## config.mk

```make
export PLATFORM = sky130hd
export DESIGN_NAME = alu_result_writeback_flat
export DESIGN_NICKNAME = d
export VERILOG_FILES = /design/src/rtl/alu_pkg.sv /design/src/rtl/alu_result_writeback_if.sv /design/src/rtl/wb_tag_fifo.sv /design/src/rtl/alu_result_writeback.sv /design/src/flat_wrapper.sv
export SDC_FILE = /design/constraint.sdc
export NUM_CORES = 1
export LEC_CHECK = 0
export ABC_AREA = 0
export BUFFER_PORTS_ARGS = -buffer_cell sky130_fd_sc_hd__buf_2
export CORE_ASPECT_RATIO = 0.8
export CORE_MARGIN = 2
export CORE_UTILIZATION = 35
export CTS_CLUSTER_DIAMETER = 50
export DETAILED_ROUTE_END_ITERATION = 7
export PLACE_DENSITY = 0.68
export SYNTH_ARGS = -nofsm -noshare
export SYNTH_HDL_FRONTEND = slang
export SYNTH_SLANG_ARGS = --single-unit
```

## constraint.sdc

```tcl
create_clock -name clk -period 2.9 [get_ports clk]
set_input_delay 0.145 -clock clk [delete_from_list [all_inputs] [get_ports clk]]
set_output_delay 0.145 -clock clk [all_outputs]
set_load 0.005 [all_outputs]
```

## src/rtl/alu_pkg.sv

```systemverilog
// ---------------------------------------------------------------------------
// alu_pkg
// Types and constants shared by the ALU controller and the result
// write-back block.
//   OPCODE_W / REG_ADDR_W / DATA_W : field widths of an ALU command
//   OP_NOP                         : opcode that produces no ALU result
// ---------------------------------------------------------------------------
package alu_pkg;

    localparam int OPCODE_W   = 3;
    localparam int REG_ADDR_W = 3;
    localparam int DATA_W     = 32;

    typedef logic [OPCODE_W-1:0]   opcode_t;
    typedef logic [REG_ADDR_W-1:0] reg_addr_t;
    typedef logic [DATA_W-1:0]     data_t;

    localparam opcode_t OP_NOP = 3'b111;

endpackage

```

## src/rtl/alu_result_writeback_if.sv

```systemverilog
// ---------------------------------------------------------------------------
// alu_result_writeback_if
// Issue and result handshakes between the controller/ALU side and the
// write-back block.
//   issue_valid/issue_op/issue_dest -> issue_ready   (controller issues ops)
//   res_valid/res_data              -> res_ready     (ALU returns results)
// Modports:
//   master : controller/ALU side (drives valids and payloads)
//   slave  : write-back block (drives the readies)
// ---------------------------------------------------------------------------
interface alu_result_writeback_if #(
    parameter int DATA_W = 32,
    parameter int ADDR_W = 3
);
    import alu_pkg::*;

    logic              issue_valid;
    opcode_t           issue_op;
    logic [ADDR_W-1:0] issue_dest;
    logic              issue_ready;

    logic              res_valid;
    logic [DATA_W-1:0] res_data;
    logic              res_ready;

    modport master (
        output issue_valid, issue_op, issue_dest,
        input  issue_ready,
        output res_valid, res_data,
        input  res_ready
    );

    modport slave (
        input  issue_valid, issue_op, issue_dest,
        output issue_ready,
        input  res_valid, res_data,
        output res_ready
    );

endinterface

```

## src/rtl/wb_tag_fifo.sv

```systemverilog
// ---------------------------------------------------------------------------
// wb_tag_fifo
// Small synchronous FIFO holding destination tags of in-flight ops.
//   clk, rst     : clock, synchronous active-high reset
//   push, din    : write din at the tail (ignored when full)
//   pop          : drop the head entry (ignored when empty)
//   full, empty  : occupancy flags
//   count        : number of stored entries
//   head         : oldest entry (valid when not empty)
// DEPTH must be a power of two so the pointers wrap by plain overflow.
// ---------------------------------------------------------------------------
module wb_tag_fifo #(
    parameter  int WIDTH = 3,
    parameter  int DEPTH = 4,
    localparam int PTR_W = $clog2(DEPTH),
    localparam int CNT_W = $clog2(DEPTH + 1)
) (
    input  logic             clk,
    input  logic             rst,
    input  logic             push,
    input  logic             pop,
    input  logic [WIDTH-1:0] din,
    output logic             full,
    output logic             empty,
    output logic [CNT_W-1:0] count,
    output logic [WIDTH-1:0] head
);

    logic [WIDTH-1:0] mem_q [DEPTH];
    logic [PTR_W-1:0] wr_ptr_q, wr_ptr_d;
    logic [PTR_W-1:0] rd_ptr_q, rd_ptr_d;
    logic [CNT_W-1:0] count_q, count_d;
    logic             push_ok, pop_ok;

    assign full  = (count_q == CNT_W'(DEPTH));
    assign empty = (count_q == '0);
    assign count = count_q;
    assign head  = mem_q[rd_ptr_q];

    // Simultaneous push and pop leaves the count alone while both pointers move.
    always_comb begin
        push_ok  = push && !full;
        pop_ok   = pop && !empty;
        wr_ptr_d = wr_ptr_q;
        rd_ptr_d = rd_ptr_q;
        count_d  = count_q;
        if (push_ok) wr_ptr_d = wr_ptr_q + PTR_W'(1);
        if (pop_ok)  rd_ptr_d = rd_ptr_q + PTR_W'(1);
        if (push_ok && !pop_ok)      count_d = count_q + CNT_W'(1);
        else if (pop_ok && !push_ok) count_d = count_q - CNT_W'(1);
    end

    always_ff @(posedge clk) begin
        if (rst) begin
            wr_ptr_q <= '0;
            rd_ptr_q <= '0;
            count_q  <= '0;
        end else begin
            wr_ptr_q <= wr_ptr_d;
            rd_ptr_q <= rd_ptr_d;
            count_q  <= count_d;
        end
    end

    // Storage needs no reset; entries are only read once the count covers them.
    always_ff @(posedge clk) begin
        if (push_ok) mem_q[wr_ptr_q] <= din;
    end

endmodule

```

## src/rtl/alu_result_writeback.sv

```systemverilog
// ---------------------------------------------------------------------------
// alu_result_writeback
// Accepts ALU results in issue order and writes each into the register file
// at the destination recorded when its op was issued.
//   clk, rst        : clock, synchronous active-high reset
//   bus (slave)     : issue and result handshakes
//   wr_en/addr/data : register-file write port, one cycle after result accept
//   busy            : at least one op in flight
//   pending_cnt     : number of ops in flight
//   orphan_err      : sticky, a result arrived while nothing was in flight
//   pending_mask    : per-register "write outstanding" flags, only when
//                     ALU_WB_SCOREBOARD_EN is defined
// ---------------------------------------------------------------------------
module alu_result_writeback #(
    parameter  int DATA_W    = 32,
    parameter  int ADDR_W    = 3,
    parameter  int TAG_DEPTH = 4,
    localparam int CNT_W     = $clog2(TAG_DEPTH + 1),
    localparam int NUM_REGS  = 2 ** ADDR_W
) (
    input  logic                 clk,
    input  logic                 rst,
    alu_result_writeback_if.slave bus,
    output logic                 wr_en,
    output logic [ADDR_W-1:0]    wr_addr,
    output logic [DATA_W-1:0]    wr_data,
    output logic                 busy,
    output logic [CNT_W-1:0]     pending_cnt,
    output logic                 orphan_err
`ifdef ALU_WB_SCOREBOARD_EN
    ,
    output logic [NUM_REGS-1:0]  pending_mask
`endif
);
    import alu_pkg::*;

    logic              fifo_full, fifo_empty;
    logic              push, pop;
    logic [ADDR_W-1:0] head_tag;

    logic              wr_en_q, wr_en_d;
    logic [ADDR_W-1:0] wr_addr_q, wr_addr_d;
    logic [DATA_W-1:0] wr_data_q, wr_data_d;
    logic              orphan_err_q, orphan_err_d;

    wb_tag_fifo #(
        .WIDTH (ADDR_W),
        .DEPTH (TAG_DEPTH)
    ) u_tag_fifo (
        .clk   (clk),
        .rst   (rst),
        .push  (push),
        .pop   (pop),
        .din   (bus.issue_dest),
        .full  (fifo_full),
        .empty (fifo_empty),
        .count (pending_cnt),
        .head  (head_tag)
    );

    // Readies depend only on the registered count, so a full FIFO never
    // accepts an issue even if a result retires that same cycle.
    assign bus.issue_ready = !fifo_full;
    assign bus.res_ready   = !fifo_empty;
    assign busy            = !fifo_empty;

    // NOPs are accepted but never produce a result, so they get no tag.
    always_comb begin
        push = bus.issue_valid && !fifo_full && (bus.issue_op != OP_NOP);
        pop  = bus.res_valid && !fifo_empty;
    end

    always_comb begin
        wr_en_d      = pop;
        wr_addr_d    = wr_addr_q;
        wr_data_d    = wr_data_q;
        orphan_err_d = orphan_err_q || (bus.res_valid && fifo_empty);
        if (pop) begin
            wr_addr_d = head_tag;
            wr_data_d = bus.res_data;
        end
    end

    always_ff @(posedge clk) begin
        if (rst) begin
            wr_en_q      <= 1'b0;
            wr_addr_q    <= '0;
            wr_data_q    <= '0;
            orphan_err_q <= 1'b0;
        end else begin
            wr_en_q      <= wr_en_d;
            wr_addr_q    <= wr_addr_d;
            wr_data_q    <= wr_data_d;
            orphan_err_q <= orphan_err_d;
        end
    end

    assign wr_en      = wr_en_q;
    assign wr_addr    = wr_addr_q;
    assign wr_data    = wr_data_q;
    assign orphan_err = orphan_err_q;

`ifdef ALU_WB_SCOREBOARD_EN
    // One counter per register; it can never exceed TAG_DEPTH, so CNT_W bits
    // suffice without saturation.
    logic [CNT_W-1:0] reg_cnt_q [NUM_REGS];
    logic [CNT_W-1:0] reg_cnt_d [NUM_REGS];

    always_comb begin
        for (int i = 0; i < NUM_REGS; i++) begin
            reg_cnt_d[i] = reg_cnt_q[i];
            if ((push && bus.issue_dest == ADDR_W'(i)) && !(pop && head_tag == ADDR_W'(i)))
                reg_cnt_d[i] = reg_cnt_q[i] + CNT_W'(1);
            else if ((pop && head_tag == ADDR_W'(i)) && !(push && bus.issue_dest == ADDR_W'(i)))
                reg_cnt_d[i] = reg_cnt_q[i] - CNT_W'(1);
        end
    end

    always_ff @(posedge clk) begin
        for (int i = 0; i < NUM_REGS; i++) begin
            if (rst) reg_cnt_q[i] <= '0;
            else     reg_cnt_q[i] <= reg_cnt_d[i];
        end
    end

    always_comb begin
        pending_mask = '0;
        for (int i = 0; i < NUM_REGS; i++) begin
            pending_mask[i] = (reg_cnt_q[i] != '0);
        end
    end
`endif

endmodule

```

## src/flat_wrapper.sv

```systemverilog
// flat-port wrapper written by rule: the top's interface ports become plain ports
module alu_result_writeback_flat import alu_pkg::*;
#(
    parameter  int DATA_W    = 32,
    parameter  int ADDR_W    = 3,
    parameter  int TAG_DEPTH = 4,
    localparam int CNT_W     = $clog2(TAG_DEPTH + 1),
    localparam int NUM_REGS  = 2 ** ADDR_W
)
  (clk, rst, wr_en, wr_addr, wr_data, busy, pending_cnt, orphan_err, bus_issue_valid, bus_issue_op, bus_issue_dest, bus_issue_ready, bus_res_valid, bus_res_data, bus_res_ready);
  alu_result_writeback_if #(.DATA_W(DATA_W), .ADDR_W(ADDR_W)) bus_i ();
  input  logic clk;
  input  logic rst;
  output logic wr_en;
  output logic [ADDR_W-1:0] wr_addr;
  output logic [DATA_W-1:0] wr_data;
  output logic busy;
  output logic [CNT_W-1:0] pending_cnt;
  output logic orphan_err;
  input wire logic [$bits(bus_i.issue_valid)-1:0] bus_issue_valid;
  input wire logic [$bits(bus_i.issue_op)-1:0] bus_issue_op;
  input wire logic [$bits(bus_i.issue_dest)-1:0] bus_issue_dest;
  output wire logic [$bits(bus_i.issue_ready)-1:0] bus_issue_ready;
  input wire logic [$bits(bus_i.res_valid)-1:0] bus_res_valid;
  input wire logic [$bits(bus_i.res_data)-1:0] bus_res_data;
  output wire logic [$bits(bus_i.res_ready)-1:0] bus_res_ready;
  assign bus_i.issue_valid = bus_issue_valid;
  assign bus_i.issue_op = bus_issue_op;
  assign bus_i.issue_dest = bus_issue_dest;
  assign bus_issue_ready = bus_i.issue_ready;
  assign bus_i.res_valid = bus_res_valid;
  assign bus_i.res_data = bus_res_data;
  assign bus_res_ready = bus_i.res_ready;
  alu_result_writeback #(.DATA_W(DATA_W), .ADDR_W(ADDR_W), .TAG_DEPTH(TAG_DEPTH)) u_core (.clk(clk), .rst(rst), .bus(bus_i), .wr_en(wr_en), .wr_addr(wr_addr), .wr_data(wr_data), .busy(busy), .pending_cnt(pending_cnt), .orphan_err(orphan_err));
endmodule
```

* After elaboration in Yosys (flattened, before gate mapping)
Memory sizes are Yosys's and may differ from the RTL's. A register that Yosys moved wholly into a read port is not among the register bits.
Cells that the tools add are included.
** Storage, ports and cells
- Register bits :: 41
- Bits in writable memories :: 12
- Output and inout bits :: 43
- Memories kept :: 1
** Memories
- u_core.u_tag_fifo.mem_q :: words 4, bits a word 3, rd ports 1, clocked after memory_dff 1, write ports 1, RTL line wb_tag_fifo.sv:29 : logic [WIDTH-1:0] mem_q [DEPTH];
** Cells by class
- $add $sub $neg :: 4
- Eq/ne operators :: 2
- Multiplexer cells :: 4
- Reductions and logical operators :: 15
** Operator list (number)
- $logic_and 1x1->1 :: 8
- $mux 3 :: 2
- $add 2x1->2 const B :: 2
- $logic_not 1->1 :: 4
- $add 3x1->3 const B :: 1
- $eq 3x3->1 const B :: 1
- $logic_not 3->1 :: 1
- $ne 3x3->1 const B :: 1
- $sub 3x1->3 const B :: 1
- $mux 1 :: 2
- $reduce_bool 2->1 :: 1
- $logic_or 1x1->1 :: 1

* Depth between registers and ports, before layout
- Depth after elaboration :: 9
- Depth in mapped cells :: 10
- Mapped depth without buffers :: 8

* Hierarchy
A second synthesis with hierarchy kept.
** Unflattened totals
- Cells, all modules :: 233
- Area, all modules :: 2623.8 um2
** Modules (own cells, without submodules)
- alu_result_writeback :: times used 1, cells each 170, area each 1719.1 um2, sequential area each 740.7 um2
- wb_tag_fifo :: times used 1, cells each 63, area each 904.6 um2, sequential area each 540.5 um2

* Worst setup path after synthesis
No wires, ideal clock.
- Path type :: register to register
- Start :: register u_core.u_tag_fifo.count_q[0], in the netlist u_core.u_tag_fifo.count[0]
- End :: register u_core.u_tag_fifo.count_q[2], in the netlist u_core.u_tag_fifo.count[2]
- Arrival time :: 2.316 ns
- Required time :: 2.830 ns
- Setup slack :: 0.514 ns
- Cell stages (with the launch flop) :: 11
- Buffers on the path :: 2
- Cell sequence :: dfxtp_1 > o31a_1 > buf_2 > inv_2 > buf_2 > ha_1 > inv_1 > fa_1 > xor2_1 > or3_2 > a21oi_1
** Between the ends
- Cells in the longest elaborated chain, start to end :: 8
** RTL lines
- from (decl) :: RTL line wb_tag_fifo.sv:32 : logic [CNT_W-1:0] count_q, count_d;
- from (signal assigned) :: RTL line wb_tag_fifo.sv:61 : count_q <= count_d;
- $eq 3x3->1 :: RTL line wb_tag_fifo.sv:35 : assign full = (count_q == CNT_W'(DEPTH));
- $logic_not 1->1 :: RTL line wb_tag_fifo.sv:42, alu_result_writeback.sv:69
- $logic_and 1x1->1 (2 in a row) :: RTL line alu_result_writeback.sv:69 : push = bus.issue_valid && !fifo_full && (bus.issue_op != OP_NOP);
- $logic_and 1x1->1 :: RTL line wb_tag_fifo.sv:42 : push_ok = push && !full;
- $logic_not 1->1 :: RTL line wb_tag_fifo.sv:50 : else if (pop_ok && !push_ok) count_d = count_q - CNT_W'(1);
- $logic_and 1x1->1 :: RTL line wb_tag_fifo.sv:50
- $reduce_bool 2->1 (no line)
Parallel ways exist; a longest one is shown, timed or not. The select of a mux whose other input is x is not followed.
A chain may end at the register's enable or synchronous reset.

* Worst setup path after layout
Ends and elaborated chain as after synthesis.

==> reports/qor.yml <==
end_kind: "flip-flop"
core_um2: 5910
reg2reg_from: "u_core.u_tag_fifo.count[0]"
diodes: 0
postRouteAntennaNets: 0
io_buffer_count: 84
overflow: 0
rrSetupSlack_ps: 550
avgRoutedWirePerCell_um: 11.1
nets: 348
setup_tns_ps: 0
drt_wl_total_mm: 4.22
post_dp_cell_area_um2: 2590
gp_congestion: 0.783
status: "finished, final reports clean"
vias: 1686
syn_inst: 223
grt_pass1_wl_mm: 6.73
cts_buffer_depth: 2
synth_edf_count: 12
internal-power_mw: 1.44
criticalPathCategory: "reg -> reg"
path_max_fanout: 7
fp.dieH_um: 74.1
rows: 25
cp.required_ps: 3130
vias_per_cell: 4.43
dp_hpwl_mm: 2.93
layout.cells.non_filler: 381
hold_path.class: "in -> reg"
synthTopCellsByArea: "dfxtp_1, edfxtp_1, nand2_1"
path_clk_slew_ps: 90
drv_slew: 0
antenna_found_initial: 0
ios: 85
switching_share_pct: 33.4
layout_commonest_cell: "buf_2"
seqCellArea_um2: 1240
clkPwrFrac_pct: 18.2
cts_max_level: 2
fin_worst_skew_ps: 8.48
synth_top_area_share_pct: 41.0
pre_cts_ws_ps: 544
hold_slack_ps: 65.5
crit_arrival_ps: 2580
seqPwrFrac_pct: 48.1
p_per_area_nw_per_um2: 808
p_comb_share_pct: 33.7
area_growth_pct: 24.4
synthDistinctLibCells: 28
finalPower_mw: 2.16
place_inst: 374
hold_violations: 0
die_area_um2: 6780
setup_ws_ps: 551
ir_drop_v: 0.000599
multiInputGateArea_um2: 791
synth-warning-count: 0
cts_setup_buffers: 0
post_synth_instance_area_um2: 2150
first_pass_iters: 4
switchingPower_uw: 721
drt-initial-drc-count: 45
ys_ff_latch: 56
max_freq_mhz: 426
synth.yosys.seq_area_share_pct: 57.8
cts_tree: "yes"
start_util_pct: 36.3
final_cell_area_um2: 2670
final_cell_mix: "buf_2, nand2_1, dfxtp_1, a21oi_1, edfxtp_1"
relSlewSlack_pct: 44.9
drive_above_1_share_pct: 34.3
root_buffer: "clkbuf_8"
setup_viol: 0
maxCapViolCount: 0
ys.flop_type: "dfxtp_1"
worst_pin_slew_ps: 826
fin_util_pct: 45.2
cp-startpoint: "u_core.u_tag_fifo.count[0]"
worstSetupStartpointType: "flip-flop"
yosysTopAreaCell: "dfxtp_1"
hold_buffers: 0
fillers: 578
postSynthAreaPerCell_um2: 9.63
grt_max_degree: 47
ys_async_sr_fraction_pct: 0
grt_pass1_vias: 1465
p_leak_nw: 1.18
track_usage_pct: 12.4
die_x_um: 91.6
timing.hold.worst.start: "bus_issue_dest[1]"
grt_setup_unrepaired: "false"
ctsResizeCount: 0
synth_nets: 271
fin_crit_ps: 2350
min_period_over_period_pct: 81.0
clock_latency_ps: 300
cts_sinks: 56
remaining_drc_errors: 0
cts_buffers: 5
[registers in the layout (all words and copies together) (netlist names)]
register and flops:
u_core.wr_addr 3, u_core.u_tag_fifo.wr_ptr_q 2, u_core.u_tag_fifo.mem_q 12, u_core.u_tag_fifo.rd_ptr_q 2
u_core.orphan_err 1, u_core.u_tag_fifo.count 3, u_core.wr_data 32, u_core.wr_en 1
[synth_stat cells, types with 2 or more instances]
cell	n
dfxtp_1	44
mux2i_1	2
buf_6	3
edfxtp_1	12
xor2_1	2
nand2b_1	2
ha_1	5
buf_4	2
nand2_1	70
mux4_2	3
a21oi_1	38
inv_1	5
o21ai_0	2
buf_2	2
clkbuf_1	9
nor2_1	7
and2_2	4
[worst paths after layout]
kind / end / cells after the start
max: u_core.u_tag_fifo.count[2] / 8
min: u_core.u_tag_fifo.mem_q[2][1] / 1
max reg2reg: u_core.u_tag_fifo.count[2] / 8
min reg2reg: u_core.wr_data[19] / 2
[logic make-up (layout without fill, tap and decap cells)]
group                      after synthesis  in the layout  synth area share [%]
and+or+nand+nor                         89             89                  17.2
DFF                                     56             56                  57.8
AOI/OAI and AO/OA                       41             41                  9.73
buffers and inverters                   22             99                  5.36
adders and majority gates                6              6                  3.85
muxes                                    6              6                  4.78
xor gates and xnor gates                 3              3                  1.22
[critical path, cell delays in order, from the launching register on]
cell	delay, ps
dfxtp_1	460
or3b_1	160
and3_1	300
ha_1	240
inv_1	60
fa_1	370
xor2_1	150
or3_2	400
a21oi_1	130
[routing by layer]
metal  global-route usage [%]  wire (um)  vias up
met5                        0          0        -
met4                     4.55         37        0
met3                     3.95        325        5
met2                     19.5       1860       51
met1                     16.3       1990      751
li1                         -          -      879
[power by group through the flow]
| stage | Sequential (mW) | Combinational, mW | Clock (mW) |
|---|---|---|---|
| 6_report | 1.04 | 0.726 | 0.393 |
| 3_5_place_dp | 1.06 | 0.738 | 0 |
| 5_1_grt | 1.07 | 0.822 | 0.448 |
| 4_1_cts | 1.04 | 0.742 | 0.416 |
| 2_1_floorplan | 1.05 | 0.524 | 0 |
| 3_3_place_gp | 1.05 | 0.722 | 0 |
[cell type report]
cell class              instances  share of cell area [%]
clock buffers                   6                    2.76
inverters                       6                   0.843
clock inverters                 1                   0.187
flip-flops and latches         56                    46.5
repair buffers                 86                    16.3
well taps                      81                    3.80
multi-input cells             145                    29.6
No activity file was read; power rests on OpenSTA's default activity.
